$ cat src/rtl/microwave_cook_timer.sv
// Microwave cook timer: four BCD digits mm:ss, keypad entry, countdown while mag_on.
// Optional "+30 s" key enabled by defining MW_TIMER_ADD30_EN.
module microwave_cook_timer #(
    parameter int TICKS_PER_SEC = 50_000_000
) (
    input  logic       clk,
    input  logic       resetn,
    input  logic       clearn,
    input  logic       key_valid,
    input  logic [3:0] key_digit,
    input  logic       add30,
    input  logic       mag_on,
    output logic [3:0] min_tens,
    output logic [3:0] min_ones,
    output logic [3:0] sec_tens,
    output logic [3:0] sec_ones,
    output logic       timer_done,
    output logic       running
);

    localparam int PW = (TICKS_PER_SEC > 2) ? $clog2(TICKS_PER_SEC) : 1;
    localparam logic [PW-1:0] PRESC_MAX = PW'(TICKS_PER_SEC - 1);

    typedef enum logic [1:0] {IDLE, SET, RUN, DONE} state_t;

    state_t         state, state_nxt;
    logic [15:0]    time_q, time_nxt;
    logic [PW-1:0]  presc, presc_nxt, presc_inc;
    logic           done_nxt;
    logic           key_ok, add_ok, tick, time_zero;
    logic [15:0]    key_time;

    // BCD countdown by one second; sec_tens 6..9 simply decrements.
    function automatic logic [15:0] bcd_dec(input logic [15:0] t);
        logic [3:0] mt, mo, st, so;
        {mt, mo, st, so} = t;
        if (so != 4'd0) so = so - 4'd1;
        else begin
            so = 4'd9;
            if (st != 4'd0) st = st - 4'd1;
            else begin
                st = 4'd5;
                if (mo != 4'd0) mo = mo - 4'd1;
                else begin
                    mo = 4'd9;
                    mt = mt - 4'd1;
                end
            end
        end
        return {mt, mo, st, so};
    endfunction

`ifdef MW_TIMER_ADD30_EN
    // +30 s with minute carry, saturating at 99:59.
    function automatic logic [15:0] bcd_add30(input logic [15:0] t);
        logic [3:0] mt, mo, st, so;
        logic [4:0] st_sum;
        {mt, mo, st, so} = t;
        st_sum = {1'b0, st} + 5'd3;
        if (st_sum >= 5'd6) begin
            st_sum = st_sum - 5'd6;
            st     = st_sum[3:0];
            if (mt == 4'd9 && mo == 4'd9) return 16'h9959;
            if (mo == 4'd9) begin
                mo = 4'd0;
                mt = mt + 4'd1;
            end else begin
                mo = mo + 4'd1;
            end
        end else begin
            st = st_sum[3:0];
        end
        return {mt, mo, st, so};
    endfunction

    assign add_ok = add30;
`else
    logic unused_add30;
    assign unused_add30 = add30;
    assign add_ok       = 1'b0;
`endif

    assign key_ok    = key_valid && (key_digit <= 4'd9) && !mag_on;
    assign key_time  = {time_q[11:0], key_digit};
    assign time_zero = (time_q == 16'h0000);
    assign tick      = (state == RUN) && mag_on && (presc == PRESC_MAX);
    assign presc_inc = (presc == PRESC_MAX) ? '0 : presc + 1'b1;

    assign {min_tens, min_ones, sec_tens, sec_ones} = time_q;

    always_ff @(posedge clk or negedge resetn) begin
        if (!resetn) begin
            state   <= IDLE;
            running <= 1'b0;
        end else begin
            state   <= state_nxt;
            running <= (state_nxt == RUN);
        end
    end

    always_comb begin
        state_nxt = state;
        if (!clearn) begin
            state_nxt = IDLE;
        end else if (key_ok) begin
            state_nxt = (key_time != 16'h0000) ? SET : IDLE;
        end else if (add_ok) begin
            case (state)
                IDLE, DONE: state_nxt = SET;
                RUN:        state_nxt = mag_on ? RUN : SET;
                default:    state_nxt = state;
            endcase
        end else begin
            case (state)
                IDLE, SET: if (mag_on && !time_zero) state_nxt = RUN;
                RUN: begin
                    if (!mag_on) state_nxt = SET;
                    else if (tick && time_q == 16'h0001) state_nxt = DONE;
                end
                default: state_nxt = state;
            endcase
        end
    end

    // Datapath next values; the add path drops a coincident tick.
    always_comb begin
        time_nxt  = time_q;
        presc_nxt = presc;
        done_nxt  = timer_done;
        if (!clearn) begin
            time_nxt  = 16'h0000;
            presc_nxt = '0;
            done_nxt  = 1'b0;
        end else if (key_ok) begin
            time_nxt  = key_time;
            presc_nxt = '0;
            done_nxt  = 1'b0;
        end else if (add_ok) begin
            done_nxt = 1'b0;
`ifdef MW_TIMER_ADD30_EN
            if (state == IDLE || state == DONE) time_nxt = 16'h0030;
            else time_nxt = bcd_add30(time_q);
`endif
            if (state == RUN && mag_on) presc_nxt = presc_inc;
        end else begin
            case (state)
                IDLE: done_nxt = mag_on;
                RUN: begin
                    if (mag_on) begin
                        presc_nxt = presc_inc;
                        if (tick) begin
                            time_nxt = bcd_dec(time_q);
                            if (time_q == 16'h0001) done_nxt = 1'b1;
                        end
                    end
                end
                DONE:    done_nxt = 1'b1;
                default: done_nxt = timer_done;
            endcase
        end
    end

    always_ff @(posedge clk or negedge resetn) begin
        if (!resetn) begin
            time_q     <= 16'h0000;
            presc      <= '0;
            timer_done <= 1'b0;
        end else begin
            time_q     <= time_nxt;
            presc      <= presc_nxt;
            timer_done <= done_nxt;
        end
    end

endmodule
$ cat config.mk
export PLATFORM = sky130hd
export DESIGN_NAME = microwave_cook_timer
export DESIGN_NICKNAME = d
export VERILOG_FILES = /design/src/rtl/microwave_cook_timer.sv
export SDC_FILE = /design/constraint.sdc
export NUM_CORES = 1
export LEC_CHECK = 0
export ABC_AREA = 1
export CORE_ASPECT_RATIO = 0.9
export CORE_MARGIN = 2
export CORE_UTILIZATION = 50
export CTS_BUF_LIST = sky130_fd_sc_hd__clkbuf_4 sky130_fd_sc_hd__clkbuf_8
export CTS_CLUSTER_DIAMETER = 200
export CTS_CLUSTER_SIZE = 24
export DETAILED_ROUTE_END_ITERATION = 8
export GPL_TIMING_DRIVEN = 0
export PLACE_DENSITY_LB_ADDON = 0.05
export SYNTH_ARGS = -nofsm -noshare
export SYNTH_HDL_FRONTEND = slang
export SYNTH_SLANG_ARGS = --single-unit
$ cat constraint.sdc
create_clock -name clk -period 1.5 [get_ports clk]
set_input_delay 0.3 -clock clk [delete_from_list [all_inputs] [get_ports clk]]
set_output_delay 0.3 -clock clk [all_outputs]
set_load 0.02 [all_outputs]
After elaboration in Yosys (flattened, before gate mapping)

Cells that the tools add are included.

Bitwise gates (word level): 0
Add/subtract/negate cells: 5
Reduce and logical (&&, ||, !) cells: 21
Shifts and indexed selects: 0
Order comparisons: 1
Div/mod/pow operators: 0
Multiply operators: 0
Equal/unequal tests: 16
Multiplexer cells: 32

Operator list:

| cell                    | number |
|---|---|
| $mux W26                | 5 |
| $mux W16                | 5 |
| $mux W4                 | 9 |
| $add A26 B1 Y26 const B | 1 |
| $eq A26 B26 Y1 const B  | 1 |
| $eq A16 B1 Y1 const B   | 1 |
| $logic_not A16 Y1       | 1 |
| $reduce_bool A16 Y1     | 1 |
| $sub A4 B1 Y4 const B   | 4 |
| $ne A4 B4 Y1 const B    | 3 |
| $reduce_bool A4 Y1      | 3 |
| $mux W2                 | 5 |
| $ne A3 B1 Y1 const B    | 3 |
| $ne A3 B3 Y1 const B    | 3 |
| $reduce_and A4 Y1       | 2 |
| $eq A2 B2 Y1 const B    | 3 |
| $logic_and A1 B1 Y1     | 6 |
| $mux W1                 | 6 |
| $reduce_and A6 Y1       | 1 |
| $ne A5 B1 Y1 const B    | 1 |
| $reduce_and A5 Y1       | 1 |
| $le A4 B4 Y1 const B    | 1 |
| $pmux W2 S2             | 1 |
| $pmux W1 S3             | 1 |
| 6 further kinds         | 7 |

Bits in read-only memories: 0
Flip-flop bits (word level): 46
Logic and storage cells: 83
Output and inout bits: 18
Memory bits (writable): 0
Memories: 0
Bits in latches: 0
Input bits: 10

Longest topological paths before layout

Gate-level depths: netlist of run 1.

Word-level depth: 10
Gate-level depth with buffers: 12
Gate-level depth less buffers: 11

Worst setup path before layout of run 1

Ideal clock, no wire load.

Path kind: flip-flop to flip-flop
Start: register presc[0]
End: register presc[12]
Buffers on the path: 2
Data arrival time: 1.476 ns
Stages on the path, launching flop included: 11
Data required time: 1.414 ns
Slack: -0.062 ns
Period minus slack after synthesis: 1.562 ns
Setup time: 0.086 ns
Cells stage by stage: dfrtp_1 -> ha_1 -> nand3_2 -> clkinv_1 -> nand3_1 -> nor2_1 -> nand3_2 -> nand2_4 -> buf_8 -> buf_8 -> nor3_1

Cells in the longest elaborated chain, start to end: 6
Elaborated cells on any way between the ends: 7
Those cells by class: add/sub (1); eq/ne (1); mux (5)

Ends and longest elaborated chain:

| what                                              | RTL line | text |
|---|---|---|
| from (decl)                                       | 28       | `logic [PW-1:0] presc, presc_nxt, presc_inc;` |
| from (signal assigned)                            | 170      | `presc <= presc_nxt;` |
| $add A26 B1 Y26 or $eq A26 B26 Y1 (tied branches) | 87       | `assign presc_inc = (presc == PRESC_MAX) ? '0 : presc + 1'b1;` |
| $mux W26 *                                        | 87       |  |
| $mux W26 *                                        | 149      | `if (mag_on) begin` |
| $mux W26 *                                        | 146      | `case (state)` |
| $mux W26 *                                        | 134      | `end else if (key_ok) begin` |
| $mux W26 *                                        | 130      | `if (!clearn) begin` |

Mark *: on every way between the ends. The rest lies on a longest branch, timed or not. The select of a mux whose other input is x is not followed.
A chain may end at the register's enable or synchronous reset.

Final worst setup path of run 1

Start: register presc[0]
End: register presc[24]

Same word-level chain as after synthesis.

==> qor.csv, run 1 <==
stage,metric,value,unit
run_status,status,finished with violations,
run_status,failing checks,setup timing,
logic_synthesis,"Distinct cells, synth",34,
route,drt pass-1 iters,5,
timing,# setup viols final,41,
final_layout,ANT cells,0,
global_routing,grt ovf,0,
logic_synthesis,sequential area share after synthesis,0.395,
route,Iteration-0 DRC Markers,226,
cts,Root Driver,clkbuf_8,
placed_design,Port-buffer cells,26,
logic_synthesis,YS warnings,0,
logic_synthesis,cell count after synthesis,411,
worst_setup_path,worst endpoint required time,1.71,ns
timing,Tmin final,1.74,ns
timing,count of final hold-check violations,0,
placed_design,RePlAce Congestion,0.815,
hold_path,Hold Path Class,in2reg,
floorplanning,Die Wd,84.5,µm
timing,Max Clk Rate,576,MHz
cts,Max clock buf depth,2,
worst_setup_path,Critical Path Start Type,register,
worst_setup_path,worst r2r src,presc[0]$_DFFE_PN0P_,
pwr,Comb power frac,0.396,
cts,Skew-Pair Late Insertion Delay,0.30,ns
pwr,sequential power share,0.397,
pwr,Pint,2.42,mW
timing,RSZ-0062 raised after global routing,yes,
worst_setup_path,CP Launch Point,presc[0]$_DFFE_PN0P_,
timing,final critical-path share of the clock period,1.16,
worst_setup_path,worst r2r dst,presc[24]$_DFFE_PN0P_,
floorplanning,Core Box Area,5660,µm²
global_routing,first-pass GRT wire length,13400,µm
timing,fin. max-slew vios,0,
floorplanning,die area,6460,µm²
timing,Worst slew margin,0.653,
floorplanning,row count,26,
worst_setup_path,crit path to,presc[24]$_DFFE_PN0P_,
pwr,Net Sw Frac,0.399,
job,Max-Cap Viols,0,
pwr,pwr dens,953,nW/µm²
worst_setup_path,R2R Setup Slk,-0.24,ns
pwr,total power,4.02,mW
global_routing,antenna violations before repair,0,
route,Routed WL,8810,µm
logic_synthesis,synthesis-stage register bit count,46,
timing,Least-Margin Pin Slew,0.520,ns
cts,CTS tree,yes,
pwr,maximum vdd ir drop,0.879,mV
route,DR vias/cell,5.54,
route,Post-DRT Antenna Nets,0,
final_layout,Layout Nets,497,
final_layout,post-route insts no fill,556,
logic_synthesis,cell area after synthesis,2920,µm²
logic_synthesis,Post-Syn Nets,423,
global_routing,number of global-route vias before repair,2868,
global_routing,GRT Util Overall,0.256,
final_layout,Fillers,414,
placed_design,HPWL after detailed placement,5080,µm
pwr,clock share of power,0.207,
cts,clock-pin slew on the worst setup and hold paths,0.09,ns
placed_design,Placed Instances,508,
cts,CTS sink cnt,46,
final_layout,"Area growth, synth to finish",44.8,%
worst_setup_path,WP data arrival,1.94,ns
worst_setup_path,"Max FO, Critical Path",4,
final_layout,share of cells above drive strength 1,0.364,
worst_setup_path,crit path capture type,register,
cts,# H-tree levels,2,
cts,Num CTS Buffers,5,
timing,hold slack,0.451,ns
worst_setup_path,Worst R2R Path Depth,11,
route,DRC errors left,0,
hold_path,Worst Hold Depth,5,
floorplanning,Die Y-Extent,76.5,µm
global_routing,pin count of the biggest net entering global routing,26,
floorplanning,Initial Utilization,0.515,
route,Avg WL per Cell,15.9,µm
route,routed vias,3081,
timing,Worst Skew,0.00617,ns
worst_setup_path,CP Class,reg2reg,
floorplanning,I/O pin count,28,
timing,worst setup margin,-0.237,ns
pwr,LEAKAGE,1.89,nW
logic_synthesis,Avg Inst Size Synth,7.10,µm²
pwr,Switch Pwr,1.60,mW
[registers in the layout (all words and copies together) (netlist names)]
signal	flops
timer_done	1
state	2
running	1
presc	26
time_q	16
[through the flow]
step / TNS (ns) / setup WS (ns) / instance area [µm²] / utilization
after floorplan: -0.0847 / -0.0155 / 2950 / -
after global placement: -79.66 / -1.23 / 3300 / 0.583
after detailed placement: -23.91 / -0.641 / 3320 / 0.586
after CTS: -4.64 / -0.175 / 3910 / 0.690
after global routing: -8.68 / -0.307 / 4230 / 0.746
final: -5.69 / -0.237 / 4230 / 0.746
[cell usage after synthesis]
cell type,instances,area (µm²)
o21bai_1,2,15.0
o21ai_1,7,35.0
dfrtp_1,46,1150
o22ai_1,1,6.26
o21ai_0,25,125
buf_6,2,22.5
nor3_1,14,70.1
and3_1,1,6.26
nor3b_2,1,12.5
and2_1,1,6.26
o21a_1,1,7.51
nor2_8,1,20.0
inv_1,37,139
nor2_1,69,259
xor2_1,9,78.8
ha_1,2,25.0
o211ai_1,8,60.1
o21ai_2,2,17.5
buf_8,2,30.0
nand3_2,3,30.0
a21oi_1,16,80.1
buf_2,4,20.0
nor2_2,4,25.0
clkinv_1,1,3.75
inv_2,6,22.5
nor2_4,1,11.3
nor3_2,2,20.0
nand4_1,5,31.3
nand3b_1,1,7.51
nand2_1,107,402
a31oi_1,3,18.8
nand3_1,20,100
nand2_2,4,25.0
nand2_4,3,33.8
[final cells by class]
| class | count | area, µm² | share of cell area |
|---|---|---|---|
| flip-flops and latches | 46 | 1160 | 0.275 |
| well taps | 70 | 87.6 | 0.0207 |
| repair buffers | 67 | 632 | 0.150 |
| plain buffers | 8 | 87.6 | 0.0207 |
| clock buffers | 7 | 90.1 | 0.0213 |
| clock inverters | 1 | 5.00 | 0.00118 |
| multi-input cells | 313 | 1980 | 0.468 |
| inverters | 44 | 183 | 0.0432 |
[layer usage]
metal | up-vias | wire length [µm] | track usage
li1 | 1479 | - | -
met2 | 94 | 4490 | 0.457
met4 | 0 | 273 | 0.0841
met1 | 1481 | 3680 | 0.316
met3 | 27 | 365 | 0.0390
met5 | - | 0 | 0
[timing repair]
action / 4_1_cts / 5_1_grt
endpoints found under the setup margin: 63 / 47
pin swaps: 22 / 26
resized for setup: 102 / 72
hold buffers: 1 / 0
buffers inserted: 22 / 15
cloned: 3 / 0
hold endpoints to repair: 21 / 0
[power by group through the flow]
stage               logic (mW)  registers (mW)  clock network, mW
floorplan                0.713            1.73                  0
finish                    1.59            1.60              0.834
detailed placement        1.37            1.59                  0
global route              1.76            1.63              0.902
global placement          1.36            1.60                  0
CTS                       1.42            1.57              0.855
[layout by cell type (no fill, tap or decap), types with 9 or more instances in the layout]
master and n:
nand2_1 83, a21oi_1 14, nor2_2 13, nor2_1 47, dfrtp_1 38, nor2_4 14, buf_4 29, o21ai_1 11
inv_1 32, nand2_2 23, dlygate4sd2_1 23, o21ai_2 9, o21ai_0 12, nand3_1 11
[how the worst min path moves through the flow]
stage / endpoint / slack [ns] / startpoint
after CTS: timer_done$_DFFE_PN0P_ / 0.48 / timer_done$_DFFE_PN0P_
after detailed placement: presc[6]$_DFFE_PN0P_ / 0.30 / resetn
after global routing: running$_DFF_PN0_ / 0.49 / mag_on
final: timer_done$_DFFE_PN0P_ / 0.45 / mag_on
after global placement: timer_done$_DFFE_PN0P_ / 0.46 / timer_done$_DFFE_PN0P_
after floorplan: presc[0]$_DFFE_PN0P_ / 0.004 / resetn
[cell families (layout without fill, tap and decap cells)]
kind of cell	after synthesis	in the layout	share of synthesized area
and+or+nand+nor	237	237	0.363
AOI/OAI and AO/OA	65	65	0.125
buffers and inverters	52	127	0.0815
DFF	46	46	0.395
xor gates and xnor gates	9	9	0.0270
adders and majority gates	2	2	0.00857
[critical path, stage by stage (launching register included)]
cell	delay [ns]
dfrtp_2	0.42
ha_4	0.16
nand3_4	0.12
buf_6	0.15
nor2_4	0.11
nand3_4	0.10
nor2_4	0.16
nand3_4	0.11
nor2_1	0.10
nand2_1	0.08
nand2_2	0.09
nor2_4	0.04
(Power assumes the default switching activity.)
==> run 2: changes to the inputs <==
--- a/config.mk
+++ b/config.mk
@@ -7,7 +7,6 @@
 export LEC_CHECK = 0
 export ABC_AREA = 1
 export CORE_ASPECT_RATIO = 0.9
-export CORE_MARGIN = 2
 export CORE_UTILIZATION = 50
 export CTS_BUF_LIST = sky130_fd_sc_hd__clkbuf_4 sky130_fd_sc_hd__clkbuf_8
 export CTS_CLUSTER_DIAMETER = 200
==> run 2 against run 1 <==
The flow still finishes with violations (setup timing). Total power decreased by 2.2%. Worst hold slack got worse by 0.027 ns. Via count shrank 2.7%. Maximum frequency is 3.8% higher. Global-route usage rose by 1.6 points. Flip-flop and latch count unchanged. Clock-buffer cell count down 2. Routed wire length fell by 7.1%. Sequential share of layout area up 0.85 points. Clock power decreased by 9.6%. Non-clock buffer count is 3 lower. Critical path depth unchanged. Critical endpoint is now time_q[1]$_DFFE_PN0P_. Highest routed layer unchanged.
==> qor.csv, run 2 (synthesized netlist as in run 1, its figures left out) <==
stage,metric,value,unit,change
run_status,status,finished with violations,,
run_status,failing checks,setup timing,,
job,Max-Cap Viols,0,,unchanged
cts,Root Driver,clkbuf_8,,
timing,Least-Margin Pin Slew,0.358,ns,-0.162 ns
floorplanning,die area,6150,µm²,-4.9%
final_layout,Biggest register,presc,,
timing,Worst slew margin,0.761,,+0.108
worst_setup_path,worst r2r src,presc[0]$_DFFE_PN0P_,,
route,Avg WL per Cell,14.8,µm,-6.4%
worst_setup_path,Worst R2R Path Depth,11,,unchanged
route,DRC errors left,0,,unchanged
hold_path,Hold Path Class,in2async,,
worst_setup_path,WP data arrival,1.92,ns,-0.02 ns
cts,# H-tree levels,2,,unchanged
timing,setup TNS,-4.87,ns,+0.820 ns
global_routing,antenna violations before repair,0,,unchanged
final_layout,fin util,0.721,,-0.0256
cts,CTS sink cnt,46,,unchanged
final_layout,"Area growth, synth to finish",39.8,%,
placed_design,Placed Instances,508,,unchanged
worst_setup_path,CP Launch Point,presc[0]$_DFFE_PN0P_,,
cts,clock-pin slew on the worst setup and hold paths,0.09,ns,about the same
pwr,Net Sw Frac,0.401,,+0.00266
timing,Worst Skew,0.00618,ns,+0.00000588 ns
pwr,pwr dens,965,nW/µm²,+1.3%
pwr,maximum vdd ir drop,0.854,mV,-2.8%
global_routing,number of global-route vias before repair,2636,,-8.1%
global_routing,first-pass GRT wire length,12400,µm,-7.5%
timing,Tmin final,1.67,ns,-0.0642 ns
floorplanning,Initial Utilization,0.515,,unchanged
pwr,Comb power frac,0.406,,+0.010
floorplanning,Die Y-Extent,74.5,µm,-2.6%
timing,Max Clk Rate,598,MHz,+3.8%
route,Post-DRT Antenna Nets,0,,unchanged
timing,count of final hold-check violations,0,,unchanged
worst_setup_path,CP Class,reg2reg,,
timing,worst setup margin,-0.173,ns,+0.0642 ns
global_routing,grt ovf,0,,unchanged
worst_setup_path,"Max FO, Critical Path",5,,+1
route,Iteration-0 DRC Markers,159,,-30%
route,routed vias,2999,,-2.7%
pwr,LEAKAGE,1.84,nW,-2.8%
global_routing,GRT Util Overall,0.272,,+0.0155
final_layout,share of cells above drive strength 1,0.309,,-0.0551
route,DR vias/cell,5.43,,-2.0%
floorplanning,Die Wd,82.5,µm,-2.4%
final_layout,Fillers,461,,+11%
final_layout,Largest regs,"presc (26), time_q (16), state (2)",,
timing,RSZ-0062 raised after global routing,yes,,
route,drt pass-1 iters,4,,-1
pwr,Pint,2.36,mW,-2.6%
cts,Num CTS Buffers,5,,unchanged
final_layout,"commonest non-fill, non-tap cell in the layout",nand2_1,,
final_layout,post-route insts no fill,552,,-0.72%
worst_setup_path,worst endpoint required time,1.75,ns,+0.04 ns
placed_design,Port-buffer cells,26,,unchanged
placed_design,HPWL after detailed placement,5120,µm,+0.80%
floorplanning,Core Box Area,5660,µm²,unchanged
cts,Skew-Pair Late Insertion Delay,0.31,ns,about the same
cts,Max clock buf depth,2,,unchanged
final_layout,Layout Nets,494,,-0.60%
worst_setup_path,crit path capture type,register,,
floorplanning,I/O pin count,28,,unchanged
pwr,clock share of power,0.191,,-0.016
floorplanning,row count,26,,unchanged
pwr,Switch Pwr,1.58,mW,-1.5%
pwr,sequential power share,0.403,,+0.006
timing,# setup viols final,42,,+2.4%
worst_setup_path,Critical Path Start Type,register,,
final_layout,number of flip-flops in the largest register,26,,unchanged
cts,CTS tree,yes,,
final_layout,most frequent cells in the layout,"85 x nand2_1, 52 x nor2_1, 42 x dfrtp_1",,
route,Routed WL,8190,µm,-7.1%
timing,fin. max-slew vios,0,,unchanged
placed_design,RePlAce Congestion,0.820,,+0.65%
timing,final critical-path share of the clock period,1.12,,-0.0428
final_layout,ANT cells,0,,unchanged
global_routing,pin count of the biggest net entering global routing,33,,+27%
## run 2: cell count changes in the layout (fill, tap and decap cells not counted), sizes merged
cell	change
buf	-5
clkbuf	-1
clkdlybuf4s50	+1
clkinv	+1
clkinvlp	+1
inv	-1
## run 2: metal layers
| layer | up-vias | GRT usage | share of wire |
|---|---|---|---|
| li1 | 1473 | - | - |
| met1 | 1438 | 0.336 | 0.43 |
| met2 | 74 | 0.487 | 0.51 |
| met3 | 14 | 0.0454 | 0.037 |
| met4 | 0 | 0.0785 | 0.021 |
| met5 | - | 0 | 0 |
## run 2: path summary, 6_finish.rpt
kind | slack (ns) | to
max | -0.17 | time_q[1]$_DFFE_PN0P_
min | 0.42 | timer_done$_DFFE_PN0P_
max reg2reg | -0.17 | time_q[1]$_DFFE_PN0P_
min reg2reg | 0.47 | timer_done$_DFFE_PN0P_
max in group asynchronous | 0.56 | time_q[8]$_DFFE_PN0P_
min in group clk | 0.47 | timer_done$_DFFE_PN0P_
## run 2: power groups by stage
stage / Sequential, mW / Clock, mW / Combinational (mW)
after CTS: 1.57 / 0.773 / 1.44
after floorplan: 1.73 / 0 / 0.713
final: 1.59 / 0.754 / 1.60
after detailed placement: 1.59 / 0 / 1.37
after global placement: 1.60 / 0 / 1.35
after global routing: 1.61 / 0.812 / 1.77
## run 2: worst max-delay path: stages, from the launching register on
cell and delay [ns]:
dfrtp_2 0.41, ha_4 0.16, nand3_4 0.12, clkinv_4 0.09, nand3_4 0.06, nor2_4 0.10
nand3_2 0.11, nand2_4 0.14, buf_12 0.14, buf_8 0.13, nand3_1 0.07, nand2_1 0.06
## run 2: final cells by class
class / count / area (µm²) / area share
Multi-Input combinational cell: 313 / 1850 / 0.454
Sequential cell: 46 / 1160 / 0.283
Timing Repair Buffer: 64 / 634 / 0.155
Inverter: 44 / 184 / 0.0451
Tap cell: 70 / 87.6 / 0.0215
Buffer: 8 / 85.1 / 0.0209
Clock buffer: 5 / 68.8 / 0.0169
Clock inverter: 2 / 10.0 / 0.00245
## run 2: timing repair
action | CTS | global route
cloned | 1 | 2
endpoints found under the setup margin | 64 | 46
endpoints found under the hold margin | 14 | 0
setup buffers | 24 | 9
pin swaps | 13 | 19
hold buffers | 1 | 0
gates resized for setup | 81 | 51
## run 2: per-stage QoR
step	cell area (µm²)	hold WS, ns	total power, mW	setup WS (ns)
final	4080	0.424	3.94	-0.173
after detailed placement	3320	0.230	2.96	-0.657
after CTS	3790	0.433	3.78	-0.201
after global placement	3300	0.463	2.95	-1.24
after floorplan	2950	0.00441	2.44	-0.0155
after global routing	4080	0.495	4.19	-0.256
==> run 3: changes to the inputs <==
--- a/config.mk
+++ b/config.mk
@@ -7,7 +7,7 @@
 export LEC_CHECK = 0
 export ABC_AREA = 1
 export CORE_ASPECT_RATIO = 0.9
-export CORE_UTILIZATION = 50
+export CORE_UTILIZATION = 54
 export CTS_BUF_LIST = sky130_fd_sc_hd__clkbuf_4 sky130_fd_sc_hd__clkbuf_8
 export CTS_CLUSTER_DIAMETER = 200
 export CTS_CLUSTER_SIZE = 24
==> run 3 against run 2 <==
The run still ends with setup timing left. Cell area grew 2.6%. First-iteration DRC count grew 96%. Setup slack got worse by 0.039 ns. Clock power rose by 5.3%. Maximum frequency decreased by 2.3%. Critical path type unchanged. Critical endpoint is now presc[17]$_DFFE_PN0P_. Largest power group is now registers. Highest routed layer unchanged.
==> qor.csv, run 3 (synthesized netlist as in run 1, its figures left out) <==
stage,metric,value,unit,change
run_status,status,finished with violations,,
run_status,failing checks,setup timing,,
worst_setup_path,crit-path cells,"ha_4, nand3_4, clkinv_4, nand3_4, nor2_4, nand3_2, nand2_4, buf_8, buf_6, buf_6, nor3b_2",,
cts,# H-tree levels,2,,unchanged
final_layout,Largest regs,"presc (26), time_q (16), state (2)",,
pwr,maximum vdd ir drop,0.816,mV,-4.4%
worst_setup_path,CP Class,reg2reg,,
pwr,Comb power frac,0.399,,-0.007
worst_setup_path,slowest cell on the critical path,dfrtp_2,,
route,drt pass-1 iters,7,,+3
pwr,LEAKAGE,1.88,nW,+2.0%
timing,count of final hold-check violations,0,,unchanged
timing,hold slack,0.434,ns,+0.00940 ns
worst_setup_path,WP data arrival,1.95,ns,+0.03 ns
pwr,Net Sw Frac,0.402,,+0.000764
cts,Num CTS Buffers,5,,unchanged
worst_setup_path,R2R Setup Slk,-0.21,ns,-0.04 ns
timing,setup TNS,-5.86,ns,-0.993 ns
job,Max-Cap Viols,0,,unchanged
worst_setup_path,worst r2r src,presc[0]$_DFFE_PN0P_,,
cts,Max clock buf depth,2,,unchanged
hold_path,Hold Path Class,in2async,,
global_routing,first-pass GRT wire length,13600,µm,+10%
final_layout,Layout Nets,500,,+1.2%
floorplanning,Die Y-Extent,71.7,µm,-3.7%
timing,Least-Margin Pin Slew,0.396,ns,+0.0375 ns
global_routing,pin count of the biggest net entering global routing,32,,-3.0%
global_routing,Global Route met2 Usage,0.502,,+0.0157
pwr,total power,3.98,mW,+1.0%
timing,# setup viols final,45,,+7.1%
route,DR vias/cell,5.79,,+6.6%
cts,CTS sink cnt,46,,unchanged
route,routed vias,3213,,+7.1%
global_routing,number of global-route vias before repair,2914,,+11%
worst_setup_path,worst endpoint required time,1.73,ns,-0.02 ns
worst_setup_path,Worst R2R Path Depth,11,,unchanged
timing,final critical-path share of the clock period,1.14,,+0.0259
timing,Worst Skew,0.0106,ns,+0.00445 ns
worst_setup_path,Critical Path Start Type,register,,
worst_setup_path,"Max FO, Critical Path",6,,+1
route,DRC errors left,0,,unchanged
placed_design,RePlAce Congestion,0.913,,+11%
floorplanning,Die Wd,79.5,µm,-3.7%
floorplanning,die area,5700,µm²,-7.2%
cts,clock-pin slew on the worst setup and hold paths,0.09,ns,about the same
timing,Worst slew margin,0.736,,-0.0250
final_layout,share of cells above drive strength 1,0.350,,+0.0413
placed_design,worst slack at placement,-0.632,ns,+0.0247 ns
cts,Root Driver,clkbuf_8,,
pwr,pwr dens,950,nW/µm²,-1.6%
floorplanning,Core Box Area,5220,µm²,-7.7%
timing,worst setup margin,-0.212,ns,-0.0388 ns
timing,RSZ-0062 raised after global routing,yes,,
route,Routed WL,9310,µm,+14%
global_routing,antenna violations before repair,0,,unchanged
global_routing,GRT Util Overall,0.312,,+0.0401
global_routing,grt ovf,0,,unchanged
placed_design,Port-buffer cells,26,,unchanged
timing,fin. max-slew vios,0,,unchanged
pwr,Pint,2.38,mW,+0.91%
final_layout,"Area growth, synth to finish",43.5,%,
pwr,clock share of power,0.200,,+0.009
timing,Max Clk Rate,584,MHz,-2.3%
floorplanning,row count,25,,-3.8%
final_layout,fin util,0.802,,+0.0809
final_layout,Biggest register,presc,,
cts,CTS tree,yes,,
timing,Tmin final,1.71,ns,+0.0388 ns
pwr,sequential power share,0.401,,-0.002
worst_setup_path,max incr delay on CP,0.45,ns,+0.04 ns
placed_design,HPWL after detailed placement,5130,µm,+0.24%
final_layout,Fillers,321,,-30%
cts,Skew-Pair Late Insertion Delay,0.31,ns,about the same
final_layout,most frequent cells in the layout,"91 x nand2_1, 47 x nor2_1, 38 x dfrtp_1",,
final_layout,ANT cells,0,,unchanged
route,Post-DRT Antenna Nets,0,,unchanged
floorplanning,I/O pin count,28,,unchanged
route,Iteration-0 DRC Markers,311,,+96%
pwr,Switch Pwr,1.60,mW,+1.2%
worst_setup_path,worst r2r dst,presc[17]$_DFFE_PN0P_,,
route,Avg WL per Cell,16.8,µm,+13%
global_routing,busiest grt layer,met2,,
floorplanning,Initial Utilization,0.559,,+0.0431
worst_setup_path,crit path capture type,register,,
global_routing,M3 GR Usage,0.0599,,+0.0145
global_routing,routing usage on met1,0.420,,+0.0842
final_layout,"commonest non-fill, non-tap cell in the layout",nand2_1,,
final_layout,number of flip-flops in the largest register,26,,unchanged
## run 3: worst max-delay path by stage
stage	from	endpoint	slack [ns]
2_1_floorplan	presc[0]$_DFFE_PN0P_	time_q[4]$_DFFE_PN0P_	-0.02
3_3_place_gp	resetn	time_q[6]$_DFFE_PN0P_	-1.18
3_5_place_dp	clearn	time_q[15]$_DFFE_PN0P_	-0.63
4_1_cts	presc[0]$_DFFE_PN0P_	presc[17]$_DFFE_PN0P_	-0.17
5_1_grt	presc[0]$_DFFE_PN0P_	presc[17]$_DFFE_PN0P_	-0.26
6_report	presc[0]$_DFFE_PN0P_	presc[17]$_DFFE_PN0P_	-0.21
## run 3: area by class of cell
cell class                 count  area, µm²  area share
buffer                         8       80.1      0.0191
timing repair buffer          70        656       0.157
tap                           67       83.8      0.0200
multi-input combinational    313       1940       0.463
clock buffer                   7       83.8      0.0200
inverter                      44        183      0.0436
sequential                    46       1160       0.277
## run 3: per-stage QoR
stage,area [µm²],instances
detailed placement,3310,505
finish,4190,555
floorplan,2950,411
global placement,3300,504
CTS,3960,543
global route,4190,555
## run 3: critical path: cells and delay by family, from the launching register on
kind | cells | cell delay [ns]
flops | 1 | 0.45
buf+inv | 4 | 0.47
simple gates | 6 | 0.52
fa+ha+maj | 1 | 0.18
## run 3: power by group through the flow
| stage | registers (mW) | clock network, mW | logic (mW) |
|---|---|---|---|
| 2_1_floorplan | 1.73 | 0 | 0.713 |
| 3_3_place_gp | 1.59 | 0 | 1.34 |
| 3_5_place_dp | 1.60 | 0 | 1.37 |
| 4_1_cts | 1.57 | 0.789 | 1.50 |
| 5_1_grt | 1.62 | 0.834 | 1.74 |
| 6_report | 1.60 | 0.794 | 1.59 |
## run 3: repair_timing
action | CTS | global route
setup endpoints to repair | 64 | 46
hold endpoints to repair | 15 | 0
pin swaps | 28 | 24
gates resized for setup | 114 | 54
cloned | 3 | 0
buffers inserted | 27 | 15
hold buffers | 1 | 0
## run 3: per-layer routing
| layer | vias up | wire [µm] |
|---|---|---|
| met4 | 0 | 237 |
| met1 | 1533 | 3830 |
| met2 | 161 | 4520 |
| li1 | 1487 | - |
| met5 | - | 0 |
| met3 | 32 | 721 |
